## src/rtl/tlb_access_scheduler_if.sv

```systemverilog
// Request/response bundle between the IF/LSU requesters, the privileged unit and the TLB.
// The slave modport is the scheduler's view; master is the environment driving it.
interface tlb_access_scheduler_if #(
    parameter int ENTRY_NUM = 32
) ();
    localparam int IW = $clog2(ENTRY_NUM);

    logic          if_req_valid;
    logic [19:0]   if_req_vpn;
    logic [9:0]    if_req_asid;
    logic          if_req_ready;
    logic          if_rsp_valid;

    logic          lsu_req_valid;
    logic [19:0]   lsu_req_vpn;
    logic [9:0]    lsu_req_asid;
    logic          lsu_req_ready;
    logic          lsu_rsp_valid;

    logic          priv_valid;
    logic [2:0]    priv_op;
    logic [IW-1:0] priv_idx;
    logic [19:0]   priv_vpn;
    logic [9:0]    priv_asid;
    logic          priv_ready;
    logic          priv_done;
    logic [IW-1:0] priv_fill_idx;

    logic          srch_valid;
    logic [19:0]   srch_vpn;
    logic [9:0]    srch_asid;
    logic          rd_valid;
    logic [IW-1:0] rd_idx;
    logic          wr_valid;
    logic [IW-1:0] wr_idx;
    logic          inv_valid;

    modport slave (
        input  if_req_valid, if_req_vpn, if_req_asid,
        input  lsu_req_valid, lsu_req_vpn, lsu_req_asid,
        input  priv_valid, priv_op, priv_idx, priv_vpn, priv_asid,
        output if_req_ready, if_rsp_valid, lsu_req_ready, lsu_rsp_valid,
        output priv_ready, priv_done, priv_fill_idx,
        output srch_valid, srch_vpn, srch_asid, rd_valid, rd_idx,
        output wr_valid, wr_idx, inv_valid
    );

    modport master (
        output if_req_valid, if_req_vpn, if_req_asid,
        output lsu_req_valid, lsu_req_vpn, lsu_req_asid,
        output priv_valid, priv_op, priv_idx, priv_vpn, priv_asid,
        input  if_req_ready, if_rsp_valid, lsu_req_ready, lsu_rsp_valid,
        input  priv_ready, priv_done, priv_fill_idx,
        input  srch_valid, srch_vpn, srch_asid, rd_valid, rd_idx,
        input  wr_valid, wr_idx, inv_valid
    );
endinterface

```

## src/rtl/tlb_access_scheduler.sv

```systemverilog
// Shares one TLB between round-robin IF/LSU searches and privileged ops
// (search/read/write/fill/invalidate), which pre-empt searches for three cycles.
module tlb_access_scheduler #(
    parameter int ENTRY_NUM = 32
) (
    input  logic                         clk,
    input  logic                         rst_n,
    tlb_access_scheduler_if.slave        bus
);
    localparam int IW = $clog2(ENTRY_NUM);

    localparam logic [2:0] OP_SRCH = 3'd0;
    localparam logic [2:0] OP_RD   = 3'd1;
    localparam logic [2:0] OP_WR   = 3'd2;
    localparam logic [2:0] OP_FILL = 3'd3;
    localparam logic [2:0] OP_INV  = 3'd4;

    typedef enum logic [1:0] {IDLE, ISSUE, WAIT} state_e;

    state_e        state_q, state_d;
    logic [2:0]    op_q;
    logic [IW-1:0] idx_q;
    logic [19:0]   vpn_q;
    logic [9:0]    asid_q;
    logic          preferIf_q;
    logic [IW-1:0] fillCnt_q;
    logic [IW-1:0] fillIdx_q;
    logic          ifRsp_q, lsuRsp_q;
    logic          ifGrant, lsuGrant;
    logic          privAccept;

    always_ff @(posedge clk) begin
        if (!rst_n) state_q <= IDLE;
        else        state_q <= state_d;
    end

    always_comb begin
        state_d = state_q;
        case (state_q)
            IDLE:    if (bus.priv_valid) state_d = ISSUE;
            ISSUE:   state_d = WAIT;
            WAIT:    state_d = IDLE;
            default: state_d = IDLE;
        endcase
    end

    // A privileged request in IDLE wins outright; otherwise searches share the TLB round-robin.
    always_comb begin
        bus.priv_ready = 1'b0;
        bus.priv_done  = 1'b0;
        bus.srch_valid = 1'b0;
        bus.srch_vpn   = '0;
        bus.srch_asid  = '0;
        bus.rd_valid   = 1'b0;
        bus.rd_idx     = '0;
        bus.wr_valid   = 1'b0;
        bus.wr_idx     = '0;
        bus.inv_valid  = 1'b0;
        ifGrant        = 1'b0;
        lsuGrant       = 1'b0;
        case (state_q)
            IDLE: begin
                bus.priv_ready = 1'b1;
                if (!bus.priv_valid) begin
                    if (bus.if_req_valid && (!bus.lsu_req_valid || preferIf_q)) begin
                        ifGrant       = 1'b1;
                        bus.srch_vpn  = bus.if_req_vpn;
                        bus.srch_asid = bus.if_req_asid;
                    end else if (bus.lsu_req_valid) begin
                        lsuGrant      = 1'b1;
                        bus.srch_vpn  = bus.lsu_req_vpn;
                        bus.srch_asid = bus.lsu_req_asid;
                    end
                    bus.srch_valid = ifGrant | lsuGrant;
                end
            end
            ISSUE: begin
                case (op_q)
                    OP_SRCH: begin
                        bus.srch_valid = 1'b1;
                        bus.srch_vpn   = vpn_q;
                        bus.srch_asid  = asid_q;
                    end
                    OP_RD: begin
                        bus.rd_valid = 1'b1;
                        bus.rd_idx   = idx_q;
                    end
                    OP_WR: begin
                        bus.wr_valid = 1'b1;
                        bus.wr_idx   = idx_q;
                    end
                    OP_FILL: begin
                        bus.wr_valid = 1'b1;
                        bus.wr_idx   = fillCnt_q;
                    end
                    OP_INV:  bus.inv_valid = 1'b1;
                    default: ;
                endcase
            end
            WAIT:    bus.priv_done = 1'b1;
            default: ;
        endcase
    end

    assign privAccept        = (state_q == IDLE) && bus.priv_valid;
    assign bus.if_req_ready  = ifGrant;
    assign bus.lsu_req_ready = lsuGrant;
    assign bus.if_rsp_valid  = ifRsp_q;
    assign bus.lsu_rsp_valid = lsuRsp_q;
    assign bus.priv_fill_idx = fillIdx_q;

    // The free-running fill counter gives FILL a pseudo-random victim index.
    always_ff @(posedge clk) begin
        if (!rst_n) begin
            op_q       <= '0;
            idx_q      <= '0;
            vpn_q      <= '0;
            asid_q     <= '0;
            preferIf_q <= 1'b1;
            fillCnt_q  <= '0;
            fillIdx_q  <= '0;
            ifRsp_q    <= 1'b0;
            lsuRsp_q   <= 1'b0;
        end else begin
            fillCnt_q <= fillCnt_q + IW'(1);
            ifRsp_q   <= ifGrant;
            lsuRsp_q  <= lsuGrant;
            if (ifGrant)       preferIf_q <= 1'b0;
            else if (lsuGrant) preferIf_q <= 1'b1;
            if (privAccept) begin
                op_q   <= bus.priv_op;
                idx_q  <= bus.priv_idx;
                vpn_q  <= bus.priv_vpn;
                asid_q <= bus.priv_asid;
            end
            if (state_q == ISSUE && op_q == OP_FILL) fillIdx_q <= fillCnt_q;
        end
    end
endmodule
```

## src/flat_wrapper.sv

```systemverilog
// flat-port wrapper written by rule: the top's interface ports become plain ports
module tlb_access_scheduler_flat 
#(
    parameter int ENTRY_NUM = 32
)
  (clk, rst_n, bus_if_req_valid, bus_if_req_vpn, bus_if_req_asid, bus_lsu_req_valid, bus_lsu_req_vpn, bus_lsu_req_asid, bus_priv_valid, bus_priv_op, bus_priv_idx, bus_priv_vpn, bus_priv_asid, bus_if_req_ready, bus_if_rsp_valid, bus_lsu_req_ready, bus_lsu_rsp_valid, bus_priv_ready, bus_priv_done, bus_priv_fill_idx, bus_srch_valid, bus_srch_vpn, bus_srch_asid, bus_rd_valid, bus_rd_idx, bus_wr_valid, bus_wr_idx, bus_inv_valid);
  tlb_access_scheduler_if #(.ENTRY_NUM(ENTRY_NUM)) bus_i ();
  input  logic clk;
  input  logic rst_n;
  input wire logic [$bits(bus_i.if_req_valid)-1:0] bus_if_req_valid;
  input wire logic [$bits(bus_i.if_req_vpn)-1:0] bus_if_req_vpn;
  input wire logic [$bits(bus_i.if_req_asid)-1:0] bus_if_req_asid;
  input wire logic [$bits(bus_i.lsu_req_valid)-1:0] bus_lsu_req_valid;
  input wire logic [$bits(bus_i.lsu_req_vpn)-1:0] bus_lsu_req_vpn;
  input wire logic [$bits(bus_i.lsu_req_asid)-1:0] bus_lsu_req_asid;
  input wire logic [$bits(bus_i.priv_valid)-1:0] bus_priv_valid;
  input wire logic [$bits(bus_i.priv_op)-1:0] bus_priv_op;
  input wire logic [$bits(bus_i.priv_idx)-1:0] bus_priv_idx;
  input wire logic [$bits(bus_i.priv_vpn)-1:0] bus_priv_vpn;
  input wire logic [$bits(bus_i.priv_asid)-1:0] bus_priv_asid;
  output wire logic [$bits(bus_i.if_req_ready)-1:0] bus_if_req_ready;
  output wire logic [$bits(bus_i.if_rsp_valid)-1:0] bus_if_rsp_valid;
  output wire logic [$bits(bus_i.lsu_req_ready)-1:0] bus_lsu_req_ready;
  output wire logic [$bits(bus_i.lsu_rsp_valid)-1:0] bus_lsu_rsp_valid;
  output wire logic [$bits(bus_i.priv_ready)-1:0] bus_priv_ready;
  output wire logic [$bits(bus_i.priv_done)-1:0] bus_priv_done;
  output wire logic [$bits(bus_i.priv_fill_idx)-1:0] bus_priv_fill_idx;
  output wire logic [$bits(bus_i.srch_valid)-1:0] bus_srch_valid;
  output wire logic [$bits(bus_i.srch_vpn)-1:0] bus_srch_vpn;
  output wire logic [$bits(bus_i.srch_asid)-1:0] bus_srch_asid;
  output wire logic [$bits(bus_i.rd_valid)-1:0] bus_rd_valid;
  output wire logic [$bits(bus_i.rd_idx)-1:0] bus_rd_idx;
  output wire logic [$bits(bus_i.wr_valid)-1:0] bus_wr_valid;
  output wire logic [$bits(bus_i.wr_idx)-1:0] bus_wr_idx;
  output wire logic [$bits(bus_i.inv_valid)-1:0] bus_inv_valid;
  assign bus_i.if_req_valid = bus_if_req_valid;
  assign bus_i.if_req_vpn = bus_if_req_vpn;
  assign bus_i.if_req_asid = bus_if_req_asid;
  assign bus_i.lsu_req_valid = bus_lsu_req_valid;
  assign bus_i.lsu_req_vpn = bus_lsu_req_vpn;
  assign bus_i.lsu_req_asid = bus_lsu_req_asid;
  assign bus_i.priv_valid = bus_priv_valid;
  assign bus_i.priv_op = bus_priv_op;
  assign bus_i.priv_idx = bus_priv_idx;
  assign bus_i.priv_vpn = bus_priv_vpn;
  assign bus_i.priv_asid = bus_priv_asid;
  assign bus_if_req_ready = bus_i.if_req_ready;
  assign bus_if_rsp_valid = bus_i.if_rsp_valid;
  assign bus_lsu_req_ready = bus_i.lsu_req_ready;
  assign bus_lsu_rsp_valid = bus_i.lsu_rsp_valid;
  assign bus_priv_ready = bus_i.priv_ready;
  assign bus_priv_done = bus_i.priv_done;
  assign bus_priv_fill_idx = bus_i.priv_fill_idx;
  assign bus_srch_valid = bus_i.srch_valid;
  assign bus_srch_vpn = bus_i.srch_vpn;
  assign bus_srch_asid = bus_i.srch_asid;
  assign bus_rd_valid = bus_i.rd_valid;
  assign bus_rd_idx = bus_i.rd_idx;
  assign bus_wr_valid = bus_i.wr_valid;
  assign bus_wr_idx = bus_i.wr_idx;
  assign bus_inv_valid = bus_i.inv_valid;
  tlb_access_scheduler #(.ENTRY_NUM(ENTRY_NUM)) u_core (.clk(clk), .rst_n(rst_n), .bus(bus_i));
endmodule
```

## config.mk

```make
export PLATFORM = sky130hd
export DESIGN_NAME = tlb_access_scheduler_flat
export DESIGN_NICKNAME = d
export VERILOG_FILES = /design/src/rtl/tlb_access_scheduler_if.sv /design/src/rtl/tlb_access_scheduler.sv /design/src/flat_wrapper.sv
export SDC_FILE = /design/constraint.sdc
export NUM_CORES = 1
export LEC_CHECK = 0
export CAP_MARGIN = 20
export CORE_MARGIN = 2
export CORE_UTILIZATION = 34
export DETAILED_ROUTE_END_ITERATION = 8
export PLACE_DENSITY_LB_ADDON = 0.1
export SYNTH_ARGS = -nofsm -noshare
export SYNTH_HDL_FRONTEND = slang
export SYNTH_SLANG_ARGS = --single-unit
```

## constraint.sdc

```tcl
create_clock -name clk -period 1.41 [get_ports clk]
set_input_delay 0.141 -clock clk [delete_from_list [all_inputs] [get_ports clk]]
set_output_delay 0.141 -clock clk [all_outputs]
set_load 0.02 [all_outputs]
```

==> impl_metrics.tcl <==
set metrics [dict create \
    synthTopCellsByArea "dfxtp_1 39%, nand2_1 13%, a221o_1 11%, a21boi_0 8.1%, and3_1 7.9%" \
    cts_max_level 2 \
    dr.pass1.iters 4 \
    gr-total-overflow 0 \
    synth_seq_area_share_pct 39.30 \
    final-setup-viol-count 90 \
    worst_slack_ns -0.4304 \
    place_area_um2 4552 \
    crit_type "reg2out" \
    tightest_slew_ns 0.2829 \
    drv_cap 0 \
    insertedDiodeCount 0 \
    io_pins 158 \
    internal_power_uw 2844 \
    via_per_inst 5.092 \
    drt_iter0_markers 108 \
    synthToLayoutAreaGrowth_pct 101.3 \
    synthCells 324 \
    status "finished with violations" \
    vias 3086 \
    place_ws_ns -0.8183 \
    ant_nets 0 \
    irDropWorstVdd_mv 0.3378 \
    core_um2 7727 \
    antenna_found_initial 0 \
    p_leak_uw 0.002298 \
    chipHeight_um 93.12 \
    numPortBuffers 157 \
    drive_above_1_share_pct 37.50 \
    worstSkewPairLatency_ns 0.31 \
    syn-num-nets 428 \
    cts_tree "done" \
    crit_path_top_delay_cell "dfxtp_4" \
    synthDistinctLibCells 27 \
    yosysMostFrequentCell "nand2_1" \
    die_area_um2 8670 \
    die_w_um 93.12 \
    grt_max_degree 59 \
    crit_top_cell "buf_6" \
    routed_wl_mm 9.949 \
    min_period_ns 1.840 \
    post-dp-hpwl_mm 6.092 \
    yosysTopAreaCellShare_pct 39.30 \
    num_rows 32 \
    fin_nets 607 \
    finalHoldViolCount 0 \
    p_per_area_nw_per_um2 736.9 \
    pwr-share-comb_pct 34.2 \
    r2r_setup_slack_ns -0.13 \
    max_stage_delay_ns 0.37 \
    grt_pass1_wl_mm 14.40 \
    crit_buf_inv 3 \
    fin_crit_sh_pct 130.5 \
    clk_pin_slew_worst_paths_ns 0.10 \
    crit_required_ns 1.27 \
    numClockSinks 53 \
    finClkSkew_ns 0.01100 \
    cts_max_path_buffers 2 \
    swShare_pct 29.00 \
    rsz0062_at_grt "true" \
    yosys_warnings 0 \
    synth_top_area_cell "dfxtp_1" \
    synth_edf_count 0 \
    final.fill_count 622 \
    cp-end-kind "primary output" \
    gp_congestion 0.7683 \
    syn_area_um2 2700 \
    cp_max_fo 10 \
    p_switching_uw 1162 \
    post_drt_wl_per_cell_um 16.42 \
    synth_ff_type "dfxtp_1" \
    violations "negative setup slack" \
    critPathArrivalTime_ns 1.70 \
    groute.usage.overall_pct 20.68 \
    path_depth 6 \
    initial_utilization_pct 34.94 \
    clockRootBuffer "clkbuf_8" \
    final_area_um2 5436 \
    synthTopCellsByCount "90 x nand2_1, 53 x dfxtp_1, 34 x and3_1, 30 x a221o_1, 29 x a21boi_0" \
    grt_pass1_vias 2931 \
    drc 0 \
    max_freq_mhz 543.4 \
    r2r.worst_path.cells 6 \
    crit_family "buffers and inverters" \
    finalMaxSlewViolations 0 \
    relSlewSlack_pct 80.60 \
    clkPwrFrac_pct 24.8 \
    hold_path_depth 3 \
    cts_buffers 5 \
    p_seq_share_pct 41.0 \
    crit_path_start_kind "flip-flop" \
    async_flop_share_pct 0 \
    syn_avg_cell_area_um2 8.334 \
    cp_cell_sequence "nor3b_4 -> buf_6 -> buf_6 -> and3_4 -> a221o_1 -> buf_6" \
    ys_ff_latch 53 \
    min_path_type "in2reg" \
]
-- power groups by stage --
stage	Combinational [uW]	Sequential (uW)	Clock (uW)
after detailed placement	1040	1660	0
after CTS	1180	1630	1030
final	1370	1640	994
after global routing	1450	1650	1090
after global placement	1030	1650	0
after floorplan	460	1650	0
-- path summary, 6_finish.rpt --
path / from / to
setup / recovery: u_core.state_q[0] / bus_srch_vpn[8]
hold / removal: rst_n / u_core.preferIf_q
setup reg to reg: u_core.state_q[1] / u_core.vpn_q[17]
hold reg to reg: u_core.vpn_q[9] / u_core.vpn_q[9]
-- state kept, by name, indices dropped and copies added (netlist names) --
register,cells
u_core.asid_q,10
u_core.bus.if_rsp_valid,1
u_core.bus.lsu_rsp_valid,1
u_core.bus.priv_fill_idx,5
u_core.fillCnt_q,5
u_core.idx_q,5
u_core.op_q,3
u_core.preferIf_q,1
u_core.state_q,2
u_core.vpn_q,20
-- per-stage QoR --
step                utilization, %  power (uW)  cells  hold WS [ns]  setup TNS (ns)
finish                       70.35        4006    606        0.2603          -19.90
global route                 70.35        4193    606        0.2891          -24.90
CTS                          64.49        3837    593        0.2531          -16.21
detailed placement           58.91        2699    578        0.4405          -39.78
global placement             58.91        2682    578        0.4373          -38.64
floorplan                        -        2109    324        0.2758         -0.1870
-- area by class of cell --
| class | count | area (um2) | share of cell area, % |
|---|---|---|---|
| flip-flops and latches | 53 | 1071 | 19.70 |
| inverters | 1 | 8.758 | 0.1611 |
| multi-input cells | 240 | 1884 | 34.66 |
| well taps | 102 | 127.6 | 2.348 |
| clock buffers | 6 | 93.84 | 1.726 |
| repair buffers | 202 | 2236 | 41.13 |
| clock inverters | 2 | 15.01 | 0.2762 |
-- per-layer routing --
layer / up-vias / wire, um / global-route usage, %
met1: 1473 / 4128 / 25.11
met4: 0 / 57 / 4.412
met2: 102 / 5031 / 36.78
li1: 1507 / - / -
met5: - / 0 / 0
met3: 4 / 732 / 5.399
-- repair_timing --
action | 4_1_cts | 5_1_grt
endpoints found under the setup margin | 94 | 72
cloned | 4 | 6
pin swaps | 30 | 60
gates resized for setup | 322 | 126
hold buffers | 0 | 0
setup buffers | 3 | 9
endpoints found under the hold margin | 0 | 0
-- cells by family (layout without fill, tap and decap cells) --
group	Yosys count	in the layout	share of synthesized area (%)
XOR/XNOR	3	3	0.9733
multiplexers	10	10	3.707
buffers and inverters	31	211	5.653
AO/OA/AOI/OAI	71	71	22.24
adder cells (fa/ha/maj)	1	1	0.4633
flip-flops	53	53	39.30
AND/OR/NAND/NOR	155	155	27.66
-- worst register-to-register path: stages (launching register included) --
cell,delay (ns)
dfxtp_4,0.38
buf_6,0.12
buf_6,0.12
or3b_4,0.49
clkbuf_16,0.21
nand2_1,0.06
a21boi_0,0.07
-- cell usage in the layout, fill, tap and decap left out, drive strengths merged, types with 2 or more instances in the layout --
cell type      netlist  layout
dfxtp               53      53
clkdlybuf4s50        0     103
nand3                2       2
nor3b                2       2
nor2                 7       7
a21boi              38      38
a221o               30      30
and2                12      12
nand2               90      90
clkinv               0       2
buf                 14      90
and3                34      34
nor2b                2       2
o21ai                2       2
xnor2                2       2
clkbuf              16       9
and3b                2       2
mux2i               10      10
dlygate4sd2          0       5
Note: power is estimated with default switching activity, not from simulation.
